### src/rtl/jtag_deser_pkg.sv
// Shared types and default sizing for the JTAG bitstream deserializer.
package jtag_deser_pkg;

  localparam int unsigned WORD_W_DEF = 32;
  localparam int unsigned CNT_W_DEF  = 16;

  typedef enum logic [1:0] {
    IDLE  = 2'd0,
    SHIFT = 2'd1,
    FINAL = 2'd2
  } deser_state_e;

endpackage

### src/rtl/deser_out_reg.sv
// Single-entry valid/ready output register; a push that finds the entry
// occupied and not draining this cycle is dropped and flagged.
module deser_out_reg #(
  parameter int unsigned WORD_W = 32
) (
  input  logic              clk,
  input  logic              rst_n,
  input  logic              push,
  input  logic [WORD_W-1:0] push_data,
  input  logic              ready,
  output logic [WORD_W-1:0] data,
  output logic              valid,
  output logic              xfer,
  output logic              drop
);

  assign xfer = valid & ready;
  assign drop = push & valid & ~ready;

  always_ff @(posedge clk or negedge rst_n) begin
    if (!rst_n) begin
      data  <= '0;
      valid <= 1'b0;
    end else if (push && !drop) begin
      data  <= push_data;
      valid <= 1'b1;
    end else if (xfer) begin
      valid <= 1'b0;
    end
  end

endmodule

### src/rtl/jtag_bitstream_deser.sv
// Assembles the TAP fifo DR scan stream into words, optionally holding back
// the final word of a scan as a modulo-2^WORD_W checksum.
module jtag_bitstream_deser
  import jtag_deser_pkg::*;
#(
  parameter int unsigned WORD_W = WORD_W_DEF,
  parameter int unsigned CNT_W  = CNT_W_DEF
) (
  input  logic              tck_i,
  input  logic              rst_ni,
  input  logic              sel_i,
  input  logic              capture_dr_i,
  input  logic              shift_dr_i,
  input  logic              update_dr_i,
  input  logic              scan_in_i,
  input  logic              checksum_en_i,
  output logic              tdo_o,
  output logic [WORD_W-1:0] out_data_o,
  output logic              out_valid_o,
  input  logic              out_ready_i,
  output logic [CNT_W-1:0]  word_cnt_o,
  output logic              chk_done_o,
  output logic              chk_ok_o,
  output logic              overflow_o,
  output logic              trunc_o
);

  localparam int unsigned BCW = $clog2(WORD_W);
  localparam logic [BCW-1:0] LAST_BIT = BCW'(WORD_W - 1);

  deser_state_e state, state_nxt;

  logic [WORD_W-2:0] shreg;
  logic [WORD_W-1:0] word_new;
  logic [WORD_W-1:0] pend;
  logic [WORD_W-1:0] sum;
  logic [WORD_W-1:0] fwd_data;
  logic [BCW-1:0]    bit_cnt;
  logic              pend_valid;
  logic              chk_mode;
  logic              start;
  logic              shift_en;
  logic              word_done;
  logic              fwd;
  logic              xfer;
  logic              drop;

  assign start     = sel_i & capture_dr_i;
  assign shift_en  = sel_i & shift_dr_i & (state == SHIFT) & ~start;
  assign word_done = shift_en & (bit_cnt == LAST_BIT);
  // shreg holds the first WORD_W-1 bits with the earliest at bit 0.
  assign word_new  = {scan_in_i, shreg};

  // In checksum mode a word is forwarded only once a newer one displaces it.
  assign fwd      = word_done & (~chk_mode | pend_valid);
  assign fwd_data = chk_mode ? pend : word_new;

  always_ff @(posedge tck_i or negedge rst_ni) begin
    if (!rst_ni) state <= IDLE;
    else         state <= state_nxt;
  end

  always_comb begin
    state_nxt = state;
    if (start) begin
      state_nxt = SHIFT;
    end else begin
      unique case (state)
        IDLE:    state_nxt = IDLE;
        SHIFT:   if (sel_i && update_dr_i) state_nxt = FINAL;
        FINAL:   state_nxt = IDLE;
        default: state_nxt = IDLE;
      endcase
    end
  end

  always_ff @(posedge tck_i or negedge rst_ni) begin
    if (!rst_ni) begin
      shreg      <= '0;
      bit_cnt    <= '0;
      pend       <= '0;
      pend_valid <= 1'b0;
      sum        <= '0;
      chk_mode   <= 1'b0;
      tdo_o      <= 1'b0;
      word_cnt_o <= '0;
      chk_done_o <= 1'b0;
      chk_ok_o   <= 1'b0;
      overflow_o <= 1'b0;
      trunc_o    <= 1'b0;
    end else if (start) begin
      bit_cnt    <= '0;
      pend       <= '0;
      pend_valid <= 1'b0;
      sum        <= '0;
      chk_mode   <= checksum_en_i;
      word_cnt_o <= '0;
      chk_done_o <= 1'b0;
      chk_ok_o   <= 1'b0;
      overflow_o <= 1'b0;
      trunc_o    <= 1'b0;
    end else begin
      if (shift_en) begin
        tdo_o   <= scan_in_i;
        shreg   <= word_new[WORD_W-1:1];
        bit_cnt <= word_done ? '0 : bit_cnt + 1'b1;
      end
      if (word_done && chk_mode) begin
        pend       <= word_new;
        pend_valid <= 1'b1;
        if (pend_valid) sum <= sum + pend;
      end
      if (drop) overflow_o <= 1'b1;
      if (xfer) word_cnt_o <= word_cnt_o + CNT_W'(1);
      if (state == FINAL) begin
        if (chk_mode) begin
          chk_done_o <= 1'b1;
          chk_ok_o   <= pend_valid && (pend == sum);
        end
        if (bit_cnt != '0) begin
          trunc_o <= 1'b1;
          bit_cnt <= '0;
        end
      end
    end
  end

  deser_out_reg #(
    .WORD_W (WORD_W)
  ) u_out_reg (
    .clk       (tck_i),
    .rst_n     (rst_ni),
    .push      (fwd),
    .push_data (fwd_data),
    .ready     (out_ready_i),
    .data      (out_data_o),
    .valid     (out_valid_o),
    .xfer      (xfer),
    .drop      (drop)
  );

endmodule
### config.mk
export PLATFORM = sky130hd
export DESIGN_NAME = jtag_bitstream_deser
export DESIGN_NICKNAME = d
export VERILOG_FILES = /design/src/rtl/jtag_deser_pkg.sv /design/src/rtl/deser_out_reg.sv /design/src/rtl/jtag_bitstream_deser.sv
export SDC_FILE = /design/constraint.sdc
export NUM_CORES = 1
export LEC_CHECK = 0
export ABC_AREA = 0
export BUFFER_PORTS_ARGS = -buffer_cell sky130_fd_sc_hd__buf_2
export CORE_ASPECT_RATIO = 1.25
export CORE_MARGIN = 3
export CORE_UTILIZATION = 40
export DETAILED_ROUTE_END_ITERATION = 7
export GPL_ROUTABILITY_DRIVEN = 0
export SLEW_MARGIN = 40
export SYNTH_ARGS = -nofsm -noshare
export SYNTH_HDL_FRONTEND = slang
export SYNTH_SLANG_ARGS = --single-unit
### constraint.sdc
create_clock -name tck_i -period 3.1 [get_ports tck_i]
set_input_delay 0.155 -clock tck_i [delete_from_list [all_inputs] [get_ports tck_i]]
set_output_delay 0.155 -clock tck_i [all_outputs]
set_load 0.01 [all_outputs]
======== Word level (Yosys, flattened, before mapping) ========
Cells that the tools add are included.
word-level totals
  bits in registers ....................... 158
  bits in latches ......................... 0
  bits in writable memories ............... 0
  bits in read-only memories .............. 0
  bits of input ports ..................... 9
  output and inout port bits .............. 54
  memories kept ........................... 0
operators by class
  add/sub/neg operators ................... 3
  $mul .................................... 0
  div/mod/pow operators ................... 0
  $lt $le $gt $ge ......................... 0
  equal/unequal tests ..................... 5
  shift operators ......................... 0
  multiplexer cells ....................... 31
  bitwise gates (word level) .............. 13
  reduce and logical (&&, ||, !) cells .... 18
operator list
  cell                     count
  $mux W32                 6
  $add A32 B32 Y32         1
  $eq A32 B32 Y1           1
  $mux W16                 2
  $mux W5                  5
  $add A16 B1 Y16 const B  1
  $reduce_bool A2 Y1       8
  $mux W1                  15
  $and A1 B1 Y1            9
  $reduce_and A2 Y1        4
  $mux W2                  3
  $add A5 B1 Y5 const B    1
  $eq A5 B5 Y1 const B     1
  $reduce_bool A5 Y1       1
  $logic_and A1 B1 Y1      4
  $ne A3 B2 Y1 const B     1
  $not A1 Y1               3
  $eq A2 B1 Y1 const B     1
  $eq A2 B2 Y1 const B     1
  $logic_not A1 Y1         1
  $or A1 B1 Y1             1

======== Depth between registers and ports, before layout ========
  depth after elaboration ................. 10
  gate-level depth with buffers ........... 12
  gate-level depth less buffers ........... 12

======== By module ========
From an unflattened synthesis, not the netlist that was laid out.
unflattened totals
  cells, all modules ...................... 824
  area, all modules ....................... 8525.7 um^2
modules (own cells, without submodules)
  module                times used  cells each  area an instance (um^2)  sequential area each (um^2)
  jtag_bitstream_deser  1           750         7123.1                   3103.0
  deser_out_reg         1           74          1402.6                   825.8

======== Least setup slack after synthesis ========
No wires, ideal clock.
  kind .................................... reg-to-reg
  start point ............................. register pend[0]
  end point ............................... register sum[30]
  library setup time ...................... 0.135 ns
  arrival time ............................ 2.292 ns
  path slack .............................. 0.674 ns
  stages on the path, launching flop included .. 13
  path buffers ............................ 0
  clock period less this slack ............ 2.426 ns
  cell sequence ........................... dfrtp_1 -> ha_1 -> inv_1 -> fa_1 -> nor2b_1 -> o31a_1 -> o21ai_1 -> a21oi_1 -> o21bai_1 -> a21oi_2 -> a31oi_2 -> o211ai_1 -> o211ai_1
on the way
  word-level cells in the longest chain between the ends .. 4
RTL lines
  item                    line                         source
  start, declared         jtag_bitstream_deser.sv:35   logic [WORD_W-1:0] pend;
  start signal, assigned  jtag_bitstream_deser.sv:109  pend <= word_new;
  $add A32 B32 Y32        jtag_bitstream_deser.sv:111  if (pend_valid) sum <= sum + pend;
  $mux W32                jtag_bitstream_deser.sv:111
  $mux W32                jtag_bitstream_deser.sv:108  if (word_done && chk_mode) begin
  $mux W32                jtag_bitstream_deser.sv:91   end else if (start) begin
  end signal, assigned    jtag_bitstream_deser.sv:111
  end, declared           jtag_bitstream_deser.sv:36   logic [WORD_W-1:0] sum;
Every way passes these cells. The select of a mux whose other input is x is not followed.
A chain may end at the register's enable or synchronous reset.

======== Worst setup path in the final report ========
Same ends and word-level chain as after synthesis.

==> run_results.csv <==
group,metric,value,unit
place,hpwlAfterDp,12740,um
setup_path,reg2reg_depth,12,
setup_path,reg2reg_from,"pend[0]$_DFFE_PN0P_",
timing,grt_setup_unrepaired,"false",
yosys,yosysWarnings,0,
setup_path,setup.worst_path.start_class,"flip-flop",
global_routing,grt_max_degree,77,
power_and_ir_drop,powerDensity,515.3,nW/um^2
clock_tree,clk_latency,0.42,ns
floorplan,die_h,166.2,um
setup_path,crit_fanout,4,
status,status,"finished, final reports clean",
yosys,yosys.area.top_type,"dfrtp_1",
yosys,synthArstFlopShare,100.0,%
clock_tree,htreeDepth,4,
detailed_routing,drtPass1Iterations,6,
setup_path,cp_num_cells,12,
yosys,syn-cell-area,8210,um^2
worst_hold_path,hp-class,"input pin to flip-flop",
setup_path,crit_chain,"ha_1 > inv_1 > fa_1 > nor2b_1 > o31a_1 > o21ai_1 > a21oi_1 > o21bai_1 > a21oi_2 > a31oi_2 > o211ai_1 > o211ai_1",
clock_tree,cts_tree,"yes",
floorplan,io_pins,63,
timing,slew_viol_final,0,
power_and_ir_drop,ir_worst_vdd,0.3754,mV
setup_path,reg2reg_slack,0.33,ns
clock_tree,cts_buffers,17,
yosys,synth_top_area_share,47.85,%
setup_path,cp_slowest_cell,"fa_1",
layout,nets,940,
yosys,synth_cell_type_count,60,
timing,whs,0.04838,ns
yosys,syn_area_per_cell,9.728,um^2
timing,setup_viol,0,
timing,slew_headroom,52.15,%
clock_tree,clock-sinks,157,
yosys,synth_ff_type,"dfrtp_1",
timing,hold_viol_final,0,
clock_tree,path_clk_slew,0.06,ns
global_routing,grt_first_pass_wirelength,31460,um
clock_tree,cts_setup_buffers,0,
setup_path,endpoint,"sum[30]$_DFFE_PN0P_",
setup_path,path_class,"flip-flop to flip-flop",
yosys,netlist_top_cells_count,"dfrtp_1, nand2_1, nor2_1",
place,port_buffers,62,
yosys,synth_fp_nets,889,
setup_path,r2r-end,"sum[30]$_DFFE_PN0P_",
detailed_routing,avgRoutedWirePerCell,15.36,um
global_routing,grt_overflow,0,
floorplan,placementRows,57,
power_and_ir_drop,p_leak,4.640,nW
floorplan,coreArea,19830,um^2
detailed_routing,via_per_inst,5.228,
clock_tree,clock_path_buffers,2,
clock_tree,cts-root-buf,"clkbuf_16",
floorplan,die_area,22290,um^2
yosys,yosysMostFrequentCell,"dfrtp_1",
setup_path,crit_path_frequent_cell,"o211ai_1",
timing,finClkSkew,0.008220,ns
layout,postLayoutCoreUtil,47.48,%
setup_path,cp-end-kind,"flip-flop",
layout,drive_above_1_share,17.84,%
global_routing,grt_pass1_vias,6212,
detailed_routing,drc_errors,0,
global_routing,antenna_found_initial,0,
yosys,syn_inst,844,
setup_path,cp.buffers_inverters,1,
setup_path,timing.critical_path.max_delay_family,"compound AO/OA/AOI/OAI gates",
setup_path,crit_path_start,"pend[0]$_DFFE_PN0P_",
timing,period_needed,2.765,ns
timing,fin_crit_sh,89.19,%
global_routing,grt.total_usage,17.07,%
yosys,seq_area_frac_synth,47.85,%
yosys,synth_edf_count,0,
setup_path,cp_data_required_time,3.39,ns
detailed_routing,vias,6132,
layout,syn_to_final_growth,14.66,%
floorplan,start_util,41.41,%
layout,antenna_cells,0,
timing,fin_setup_tns,0,ns
floorplan,die_w,134.1,um
yosys,synthTopCellsByArea,"dfrtp_1, nand2_1, ha_1",
timing,tightest_slew,0.7177,ns
timing,fmax,361.7,MHz
detailed_routing,wirelength,18010,um
detailed_routing,ant_nets,0,
yosys,ys_ff_latch,157,
detailed_routing,dr.first_iter.drc_count,312,
job,maxCapViolations,0,
setup_path,arrival,3.06,ns
setup_path,cp_slowest_stage_delay,0.38,ns
==> per-stage QoR <==
step           worst slack, ns  total power, mW  std cells  cell area [um^2]
2_1_floorplan           0.6735            2.687        844              8210
3_3_place_gp            0.4760            2.879       1137              8798
3_5_place_dp            0.3571            2.887       1137              8798
4_1_cts                 0.3453            4.921       1173              9407
5_1_grt                0.05122            5.095       1173              9414
6_report                0.3350            4.851       1173              9414
==> layer usage <==
metal | GRT usage [%] | routed length (um) | vias to the layer above
met3 | 3.424 | 538 | 13
met2 | 28.72 | 8859 | 77
met4 | 4.517 | 194 | 0
met5 | 0 | 0 | -
li1 | - | - | 3064
met1 | 22.54 | 8420 | 2978
==> flip-flops by register name, summed over array words and instances, names as in the netlist, 2 cells and up <==
| register | count |
|---|---|
| u_out_reg.data | 32 |
| sum | 32 |
| state | 2 |
| bit_cnt | 5 |
| shreg | 30 |
| word_cnt_o | 16 |
| pend | 32 |
==> cell type report <==
class                   instances  area (um^2)
clock buffers                  20        456.7
flip-flops and latches        157         3930
clock inverters                12        111.4
well taps                     265        331.6
inverters                      13        48.80
multi-input cells             624         4046
repair buffers                 82        489.2
fillers                      1918        10410
==> cell usage in the layout (no fill, tap or decap), types with 9 or more instances in the layout <==
cell type  instances
and3_1             9
inv_1             13
a21o_1            22
nor4_1            11
a21oi_1           66
clkbuf_16         17
xor2_1            29
ha_1              35
nand2_1          125
mux2_2            31
o21ai_0           63
nor2b_1            9
xnor2_1           15
buf_2             61
buf_4             15
nor2_1            68
nand3_1           23
mux2i_1           34
dfrtp_1          156
==> timing repair <==
action / CTS / global route
hold buffers: 4 / 0
endpoints found under the hold margin: 77 / 0
resized for setup: 0 / 0
==> where the power goes <==
group | internal [mW] | switching (mW) | total [mW]
Combinational | 0.244 | 0.369 | 0.613
Clock | 1.15 | 0.848 | 2.00
Sequential | 2.15 | 0.0880 | 2.24
Total | 3.55 | 1.31 | 4.85
==> cells by family after synthesis <==
kind of cell               count (synthesis)  synth area share, %
AOI/OAI and AO/OA                        201                15.07
xor gates and xnor gates                  44                4.694
adders and majority gates                 36                5.578
buffers and inverters                     63                3.337
DFF                                      157                47.85
muxes                                     65                8.397
and+or+nand+nor                          278                15.07
==> how the worst min path moves through the flow <==
stage | start | endpoint | slack (ns) | cells after the start
2_1_floorplan | rst_ni | bit_cnt[0]$_DFF_PN0_ | -0.14 | 0
3_3_place_gp | rst_ni | word_cnt_o[9]$_DFFE_PN0P_ | 0.23 | 1
3_5_place_dp | rst_ni | word_cnt_o[9]$_DFFE_PN0P_ | 0.24 | 1
4_1_cts | capture_dr_i | state[1]$_DFFE_PN0P_ | 0.03 | 3
5_1_grt | capture_dr_i | state[1]$_DFFE_PN0P_ | 0.06 | 3
6_report | update_dr_i | state[0]$_DFFE_PN0P_ | 0.05 | 3
==> worst min-delay path, stage by stage <==
cell	delay (ns)
buf_2	0.07
and2_1	0.13
o21ai_0	0.07
(Power assumes the default switching activity.)
